===== src/rtl/xoper_seq.sv =====
// Keypad expression sequencer: two signed decimal operands plus one operator,
// evaluated as add/sub/mul in one cycle or by a restoring divider.
module xoper_seq #(
  parameter int DATA_W     = 11,
  parameter int MAX_DIGITS = 3
) (
  input  logic              clk,
  input  logic              rst,
  input  logic              key_valid,
  input  logic [3:0]        key_code,
  output logic [DATA_W-1:0] result,
  output logic              result_valid,
  output logic              busy,
  output logic              err_ovf,
  output logic              err_div0
);

  localparam int MAG_W  = $clog2(10**MAX_DIGITS);
  localparam int BIG_W  = (MAG_W > DATA_W) ? MAG_W : DATA_W;
  localparam int WIDE_W = 2*BIG_W + 4;
  localparam int CNT_W  = $clog2(DATA_W + 1);
  localparam int DCNT_W = $clog2(MAX_DIGITS + 1);

  localparam logic [CNT_W-1:0]         CNT_LAST  = CNT_W'(DATA_W - 1);
  localparam logic [CNT_W-1:0]         CNT_ONE   = CNT_W'(1);
  localparam logic [DCNT_W-1:0]        DCNT_ONE  = DCNT_W'(1);
  localparam logic [DCNT_W-1:0]        DCNT_MAX  = DCNT_W'(MAX_DIGITS);
  localparam logic signed [WIDE_W-1:0] MAX_POS   = WIDE_W'(2**(DATA_W-1) - 1);
  localparam logic signed [WIDE_W-1:0] MIN_NEG   = ~MAX_POS;

  localparam logic [3:0] K_NINE = 4'd9;
  localparam logic [3:0] K_ADD  = 4'd10;
  localparam logic [3:0] K_SUB  = 4'd11;
  localparam logic [3:0] K_DIV  = 4'd13;
  localparam logic [3:0] K_EQ   = 4'd14;
  localparam logic [3:0] K_CLR  = 4'd15;

  typedef enum logic [1:0] {OP_ADD, OP_SUB, OP_MUL, OP_DIV} op_e;
  typedef enum logic [2:0] {SIGN1, DIG1, SIGN2, DIG2, CALC, DIV, DONE} state_e;

  state_e              state_r, next_state_s;
  op_e                 op_r;
  logic                busy_r, sign1_r, sign2_r;
  logic [MAG_W-1:0]    mag1_r, mag2_r, rem_r, rem_nx_s;
  logic [DCNT_W-1:0]   cnt1_r, cnt2_r;
  logic [CNT_W-1:0]    div_cnt_r;
  logic [DATA_W-1:0]   quot_r, calc_res_r, result_r, q_signed_s;
  logic                result_valid_r, err_ovf_r, err_div0_r;
  logic                key_s, clr_s, digit_s, is_op_s, sign_key_s, ge_s, div0_s;
  logic                range_ovf_s, mag_ovf_s;
  logic [MAG_W:0]      rem_sh_s;
  logic signed [WIDE_W-1:0] mag1_w_s, mag2_w_s, a_s, b_s, calc_s;

  function automatic logic [MAG_W-1:0] acc_digit(input logic [MAG_W-1:0] mag,
                                                 input logic [3:0] d);
    return mag * MAG_W'(4'd10) + MAG_W'(d);
  endfunction

  assign key_s      = key_valid & ~busy_r;
  assign clr_s      = key_s & (key_code == K_CLR);
  assign digit_s    = (key_code <= K_NINE);
  assign is_op_s    = (key_code >= K_ADD) && (key_code <= K_DIV);
  assign sign_key_s = (key_code == K_ADD) || (key_code == K_SUB);
  assign div0_s     = (op_r == OP_DIV) && (mag2_r == '0);

  // Signed full-precision evaluation and overflow detection
  always_comb begin
    mag1_w_s = $signed(WIDE_W'(mag1_r));
    mag2_w_s = $signed(WIDE_W'(mag2_r));
    a_s      = sign1_r ? -mag1_w_s : mag1_w_s;
    b_s      = sign2_r ? -mag2_w_s : mag2_w_s;
    calc_s   = a_s + b_s;
    case (op_r)
      OP_ADD:  calc_s = a_s + b_s;
      OP_SUB:  calc_s = a_s - b_s;
      OP_MUL:  calc_s = a_s * b_s;
      default: calc_s = a_s + b_s;
    endcase
    range_ovf_s = (calc_s > MAX_POS) || (calc_s < MIN_NEG);
    mag_ovf_s   = (mag1_w_s > MAX_POS) || (mag2_w_s > MAX_POS);
  end

  // One restoring-division step on magnitudes; quotient sign applied at the end
  always_comb begin
    rem_sh_s   = {rem_r, quot_r[DATA_W-1]};
    ge_s       = (rem_sh_s >= {1'b0, mag2_r});
    rem_nx_s   = rem_sh_s[MAG_W-1:0];
    if (ge_s) begin
      rem_nx_s = rem_sh_s[MAG_W-1:0] - mag2_r;
    end else begin
      rem_nx_s = rem_sh_s[MAG_W-1:0];
    end
    if (sign1_r ^ sign2_r) begin
      q_signed_s = -quot_r;
    end else begin
      q_signed_s = quot_r;
    end
  end

  // Next-state decode
  always_comb begin
    next_state_s = state_r;
    case (state_r)
      SIGN1: begin
        if (key_s && digit_s) next_state_s = DIG1;
        else                  next_state_s = SIGN1;
      end
      DIG1: begin
        if (clr_s)                           next_state_s = SIGN1;
        else if (key_s && is_op_s)           next_state_s = SIGN2;
        else if (key_s && key_code == K_EQ)  next_state_s = CALC;
        else                                 next_state_s = DIG1;
      end
      SIGN2: begin
        if (clr_s)                 next_state_s = SIGN1;
        else if (key_s && digit_s) next_state_s = DIG2;
        else                       next_state_s = SIGN2;
      end
      DIG2: begin
        if (clr_s)                          next_state_s = SIGN1;
        else if (key_s && key_code == K_EQ) next_state_s = CALC;
        else                                next_state_s = DIG2;
      end
      CALC: begin
        if (op_r == OP_DIV && !div0_s) next_state_s = DIV;
        else                           next_state_s = DONE;
      end
      DIV: begin
        if (div_cnt_r == CNT_LAST) next_state_s = DONE;
        else                       next_state_s = DIV;
      end
      DONE:    next_state_s = SIGN1;
      default: next_state_s = SIGN1;
    endcase
  end

  // State register and busy flag
  always_ff @(posedge clk) begin
    if (rst) begin
      state_r <= SIGN1;
      busy_r  <= 1'b0;
    end else begin
      state_r <= next_state_s;
      busy_r  <= (next_state_s == CALC) || (next_state_s == DIV) || (next_state_s == DONE);
    end
  end

  // Operand capture, evaluation, division and result registers
  always_ff @(posedge clk) begin
    if (rst) begin
      op_r <= OP_ADD; sign1_r <= 1'b0; sign2_r <= 1'b0;
      mag1_r <= '0; mag2_r <= '0; cnt1_r <= '0; cnt2_r <= '0;
      quot_r <= '0; rem_r <= '0; div_cnt_r <= '0; calc_res_r <= '0;
      result_r <= '0; result_valid_r <= 1'b0; err_ovf_r <= 1'b0; err_div0_r <= 1'b0;
    end else begin
      result_valid_r <= 1'b0;
      if (clr_s) begin
        op_r <= OP_ADD; sign1_r <= 1'b0; sign2_r <= 1'b0;
        mag1_r <= '0; mag2_r <= '0; cnt1_r <= '0; cnt2_r <= '0;
        err_ovf_r <= 1'b0; err_div0_r <= 1'b0;
      end else begin
        case (state_r)
          SIGN1: if (key_s) begin
            if (digit_s) begin
              mag1_r <= MAG_W'(key_code);
              cnt1_r <= DCNT_ONE;
            end else if (sign_key_s) begin
              sign1_r <= (key_code == K_SUB);
            end
          end
          DIG1: if (key_s) begin
            if (digit_s) begin
              if (cnt1_r < DCNT_MAX) begin
                mag1_r <= acc_digit(mag1_r, key_code);
                cnt1_r <= cnt1_r + DCNT_ONE;
              end
            end else if (is_op_s) begin
              op_r <= op_e'(2'(key_code - K_ADD));
            end else if (key_code == K_EQ) begin
              op_r <= OP_ADD; mag2_r <= '0; sign2_r <= 1'b0;
            end
          end
          SIGN2: if (key_s) begin
            if (digit_s) begin
              mag2_r <= MAG_W'(key_code);
              cnt2_r <= DCNT_ONE;
            end else if (sign_key_s) begin
              sign2_r <= (key_code == K_SUB);
            end
          end
          DIG2: if (key_s && digit_s && cnt2_r < DCNT_MAX) begin
            mag2_r <= acc_digit(mag2_r, key_code);
            cnt2_r <= cnt2_r + DCNT_ONE;
          end
          CALC: begin
            err_ovf_r  <= (op_r == OP_DIV) ? mag_ovf_s : (range_ovf_s | mag_ovf_s);
            err_div0_r <= div0_s;
            calc_res_r <= div0_s ? '0 : calc_s[DATA_W-1:0];
            quot_r     <= DATA_W'(mag1_r);
            rem_r      <= '0;
            div_cnt_r  <= '0;
          end
          DIV: begin
            rem_r     <= rem_nx_s;
            quot_r    <= {quot_r[DATA_W-2:0], ge_s};
            div_cnt_r <= div_cnt_r + CNT_ONE;
          end
          DONE: begin
            result_r       <= (op_r == OP_DIV && !err_div0_r) ? q_signed_s : calc_res_r;
            result_valid_r <= 1'b1;
            op_r <= OP_ADD; sign1_r <= 1'b0; sign2_r <= 1'b0;
            mag1_r <= '0; mag2_r <= '0; cnt1_r <= '0; cnt2_r <= '0;
          end
          default: ;
        endcase
      end
    end
  end

  assign result       = result_r;
  assign result_valid = result_valid_r;
  assign busy         = busy_r;
  assign err_ovf      = err_ovf_r;
  assign err_div0     = err_div0_r;

endmodule


===== config.mk =====
export PLATFORM = sky130hd
export DESIGN_NAME = xoper_seq
export DESIGN_NICKNAME = d
export VERILOG_FILES = /design/src/rtl/xoper_seq.sv
export SDC_FILE = /design/constraint.sdc
export NUM_CORES = 1
export LEC_CHECK = 0
export BUFFER_PORTS_ARGS = -buffer_cell sky130_fd_sc_hd__buf_2
export CORE_ASPECT_RATIO = 2
export CORE_MARGIN = 8
export CORE_UTILIZATION = 65
export CTS_CLUSTER_DIAMETER = 40
export DETAILED_ROUTE_END_ITERATION = 12
export PLACE_DENSITY = 0.82
export REMOVE_ABC_BUFFERS = 1
export SETUP_SLACK_MARGIN = 0.4
export SLEW_MARGIN = 20
export SYNTH_ARGS = -nofsm -noshare
export SYNTH_HDL_FRONTEND = slang
export SYNTH_SLANG_ARGS = --single-unit

===== constraint.sdc =====
create_clock -name clk -period 25.3 [get_ports clk]
set_input_delay 1.265 -clock clk [delete_from_list [all_inputs] [get_ports clk]]
set_output_delay 1.265 -clock clk [all_outputs]
set_load 0.03 [all_outputs]

### Word level (Yosys, flattened, before mapping)

Index checks and enable logic that the tools add are counted.

* bits in registers: 82
* output and inout port bits: 15
* word-level logic and storage cells: 168

* add/sub/neg operators: 12
* multiply operators: 3
* reductions and logical operators: 33
* eq/ne operators: 33
* bitwise logic cells: 5
* order comparisons: 8
* multiplexer cells: 57

Operators by type and width (number)
* 10-bit 2-to-1 mux: 11
* 26-bit 2-to-1 mux: 2
* 10-bit negation with 26-bit output: 2
* 26-bit one-hot mux with 2 select lines: 1
* 10-bit one-hot mux with 4 select lines: 1
* 11-bit 2-to-1 mux: 3
* 2-bit != test (second input constant): 15
* 10-bit one-hot mux with 3 select lines: 1
* 26-bit adder: 1
* 26-bit by 11-bit greater-than comparator with 1-bit output (second input constant): 1
* 26-bit by 11-bit less-than comparator with 1-bit output (second input constant): 1
* 26-bit by 26-bit multiplier with 26-bit output: 1
* 2-bit 2-to-1 mux: 13
* 26-bit subtractor: 1
* 11-bit one-hot mux with 2 select lines: 1
* 10-bit by 4-bit adder with 10-bit output: 2
* 4-bit == test (second input constant): 5
* 10-bit by 3-bit multiplier with 9-bit output (second input constant): 2
* 10-bit one-hot mux with 2 select lines: 1
* 3-bit == test (second input constant): 6
* 3-bit one-hot mux with 6 select lines: 1
* 8-bit AND reduction: 2
* 3-bit 2-to-1 mux: 5
* 2-bit one-hot mux with 3 select lines: 2
* 34 further kinds: 70

### Logic depth before layout (Yosys ltp)

* depth after elaboration: 10
* mapped depth: 36
* depth with buffers taken out: 33

### Least setup slack after synthesis

No wires, ideal clock.

* path type: register -> register
* start: register mag2_r[0]
* end: register err_ovf_r (netlist: err_ovf)
* cell stages (with the launch flop): 35
* clock period less this slack: 9.054 ns
* buffers on the path: 4
* data required time: 25.163 ns
* arrival time: 8.917 ns
* setup time: 0.137 ns
* setup slack: 16.246 ns
* path through: dfxtp_1 -> clkinv_1 -> clkbuf_1 -> ha_1 -> or4b_1 -> or3_1 -> clkbuf_1 -> nand2_1 -> clkbuf_1 -> clkbuf_1 -> nor2_1 -> fa_1 -> fa_1 -> inv_1 -> fa_1 -> fa_1 -> fa_1 -> inv_1 -> fa_1 -> inv_1 -> fa_1 -> inv_1 -> ha_1 -> a21oi_1 -> o21bai_1 -> a21o_1 -> nor4_1 -> a21oi_1 -> a21o_1 -> a21oi_1 -> xnor3_1 -> xnor2_1 -> nand3_1 -> a32oi_1 -> a221oi_2

* word-level cells in the longest chain between the ends: 7
* elaborated cells between the ends (all ways): 10
* classes of those cells: 3 x add/sub; 1 x mul; 2 x order compare; 3 x mux; 1 x reduce/logical

RTL lines
* start, declared: RTL line 44 `logic [MAG_W-1:0] mag1_r, mag2_r, rem_r, rem_nx_s;`
* start signal, assigned: RTL line 185 `mag2_r <= MAG_W'(key_code);`
* start signal, assigned: RTL line 192 `mag2_r <= acc_digit(mag2_r, key_code);`
* 10-bit negation with 26-bit output: RTL line 71 `b_s = sign2_r ? -mag2_w_s : mag2_w_s;`
* 26-bit 2-to-1 mux *: RTL line 71
* 26-bit by 26-bit multiplier with 26-bit output (tied with other cells): RTL line 76 `OP_MUL: calc_s = a_s * b_s;`
* 26-bit one-hot mux with 2 select lines *: RTL line 73 `case (op_r)`
* 26-bit by 11-bit greater-than comparator with 1-bit output / 26-bit by 11-bit less-than comparator with 1-bit output (equally long branches): RTL line 79 `range_ovf_s = (calc_s > MAX_POS) || (calc_s < MIN_NEG);`
* 1-bit logical OR *: RTL line 79
* 1-bit 2-to-1 mux *: RTL line 196 `err_ovf_r <= (op_r == OP_DIV) ? mag_ovf_s : (range_ovf_s | mag_ovf_s);`
* end signal, assigned: RTL line 196
* end, declared: RTL line 48 `logic result_valid_r, err_ovf_r, err_div0_r;`

Mark *: on every way between the ends. The rest lies on a longest branch, timed or not.
A chain may end at the register's enable or synchronous reset.

### Worst setup path in the final report

Same ends and word-level chain as after synthesis.

==> metrics <==
internal power 237.6 uW; grt total ovfl 0; Slew @ Worst Pin 0.9610 ns; core area 0.02669 mm2; RSZ-0062 raised after global routing false; vias in the first global route 14970; largest net degree at the start of global routing 37; drt pass-1 iters 6; Residual DRC 0; GRT Total Usage 0.2982; worst path bufs/invs 5; WL/cell 18.88 um; Synth Warn # 0; Lkg Pwr 9.104 nW; Via-to-Cell Ratio 5.872; max_cap viols 0; CTS Hold Bufs 0; cells after synthesis 2187; Final Max Slew Viols 0; H-tree depth 3; I/O pins 22; post-synth top area share 0.2908; number of fill cells in the layout 2216; Seq pwr share 0.387; CTS root buffer clkbuf_16; Seq cells post-synth 82; total chip power 345.3 uW; # clock sinks 82; switching share of power 0.3120; post-route setup TNS 0 ns; Die W 132.0 um; pre-CTS WS 15.89 ns; Clock transition at path regs 0.07 ns; Post-Synthesis Cell Area 0.01749 mm2; share of layout cells above drive strength 1 0.04320; minimum clock period 9.579 ns; Post-DP HPWL 39130 um; Clock Path Buffers 2; area delta synth->final 4.407%; first-pass GRT wire length 77760 um; skew final 0.01571 ns; Starting Density 0.6551; Commonest cells post-synth inv_1, nor2_1, fa_1; number of synthesized flops with an enable pin 0; outcome complete, no violations; switching pwr 107.7 uW; crit-path max cell delay 0.81 ns; Antenna Nets Post-Route 0; Syn Area/Cell 7.996 um2; Slew HR 0.3570; Fin. Hold Viols 0; kind of path behind the tightest hold check reg2reg; highest net fanout along the worst path 19; # Post-CTS Setup Buffers 0; most numerous cell in the Yosys netlist inv_1; post-route cell area 0.01826 mm2; Cell variety after synth 77; Synth area leaders fa_1, ha_1, inv_1; Iteration-0 DRC Markers 1358; maximum VDD drop 0.03208 mV; clock power share 0.386; Routed WL 47660 um; number of antenna diodes 0; DR vias 14820; post_cts resized 0; pwr dens 18.91 mW/mm2; Crit path max-delay family adder cells; most frequent CP cell fa_1; nets@finish 2619; Synth area leader fa_1; CTS tree yes; Async S/R FF share, synth 0; initial antenna violation count 0; WP data arrival 9.80 ns; crit path launch type flop; Comb pwr share 0.226; endpoint type of the worst setup path flop; Main synth FF type dfxtp_1; std cell rows 85; placed inst area 0.01796 mm2; final core occ 0.6839; Setup CP Type reg2reg; full die area 0.03273 mm2; fin worst setup slack 15.72 ns; highest clock rate 104.4 MHz; period utilisation layout 0.3786; Finish-stage setup viols 0; Die Ht 248.0 um; register area share after synthesis 0.09388; clock buffer count from CTS 9; WP data required 25.52 ns; RD Place Congestion 0.9896; IO buf count 21; worst skew pair latency 0.36 ns; CP max-delay cell xnor2_1
metrics by stage:
stage | std cells | hold WS [ns]
floorplan | 2113 | 0.4244
global placement | 2508 | 0.4416
detailed placement | 2508 | 0.4489
CTS | 2524 | 0.4656
global route | 2524 | 0.4918
finish | 2524 | 0.4652
area by class of cell:
class | count | area, um2 | share of cell area
Sequential cell | 82 | 1642 | 0.08991
Clock buffer | 10 | 229.0 | 0.01254
Multi-Input combinational cell | 1550 | 13780 | 0.7545
Timing Repair Buffer | 47 | 300.3 | 0.01645
Inverter | 481 | 1808 | 0.09903
Clock inverter | 6 | 67.56 | 0.003701
Tap cell | 348 | 435.4 | 0.02385
worst paths after layout:
path | startpoint | to | slack, ns | cells past startpoint
worst min-delay path | calc_res_r[1]$_SDFFE_PP0P_ | calc_res_r[1]$_SDFFE_PP0P_ | 0.47 | 2
worst max-delay path | mag2_r[0]$_SDFFE_PP0P_ | err_ovf$_SDFFE_PP0P_ | 15.72 | 30
worst min register to register | calc_res_r[1]$_SDFFE_PP0P_ | calc_res_r[1]$_SDFFE_PP0P_ | 0.47 | 2
worst max register to register | mag2_r[0]$_SDFFE_PP0P_ | err_ovf$_SDFFE_PP0P_ | 15.72 | 30
per-layer routing:
layer / vias up / routed length (um) / track usage / share of wire
li1: 6857 / - / - / -
met1: 7109 / 18160 / 0.3618 / 0.38
met2: 701 / 22580 / 0.4930 / 0.47
met3: 153 / 4110 / 0.05756 / 0.086
met4: 0 / 2798 / 0.1614 / 0.059
met5: - / 0 / 0 / 0
power groups by stage:
| stage | clock [mW] | sequential (mW) | combinational, mW |
|---|---|---|---|
| after global placement | 0 | 0.136 | 0.0760 |
| after detailed placement | 0 | 0.137 | 0.0765 |
| after floorplan | 0 | 0.135 | 0.0556 |
| after CTS | 0.135 | 0.134 | 0.0771 |
| after global routing | 0.140 | 0.134 | 0.0852 |
| final | 0.133 | 0.134 | 0.0781 |
sequential cells by signal (all words and copies together), names as in the netlist, 3 cells and up:
| register | count |
|---|---|
| mag2_r | 10 |
| state_r | 3 |
| calc_res_r | 11 |
| div_cnt_r | 4 |
| quot_r | 11 |
| rem_r | 10 |
| result | 11 |
| mag1_r | 10 |
tightest hold or removal path: cells and delay by family, from the launching register on:
family	cells	cell delay [ns]
simple gates	1	0.05
flops	1	0.33
compound gates	1	0.06
kinds of logic after synthesis:
| family | after synthesis | share of synthesized area |
|---|---|---|
| AO/OA/AOI/OAI | 351 | 0.1260 |
| buffers and inverters | 555 | 0.1195 |
| AND/OR/NAND/NOR | 593 | 0.1495 |
| adder cells (fa/ha/maj) | 441 | 0.4246 |
| flip-flops | 82 | 0.09387 |
| multiplexers | 23 | 0.01338 |
| XOR/XNOR | 142 | 0.07313 |
cells in the final DEF (no fill, tap or decap), drive strengths merged, types with 8 or more instances in the layout:
cell type,n
inv,479
nor2,261
fa,254
ha,187
nand2,184
a21oi,123
xnor2,102
dfxtp,82
o21ai,80
buf,47
xor2,38
a21o,27
nand3,21
nand2b,20
mux2i,20
nor3,19
nor2b,19
a22oi,17
a211oi,14
nand4,12
a31oi,11
and2,10
clkbuf,10
o31ai,10
a311oi,9
o21a,8
nor4,8
Note: power is estimated with default switching activity, not from simulation.
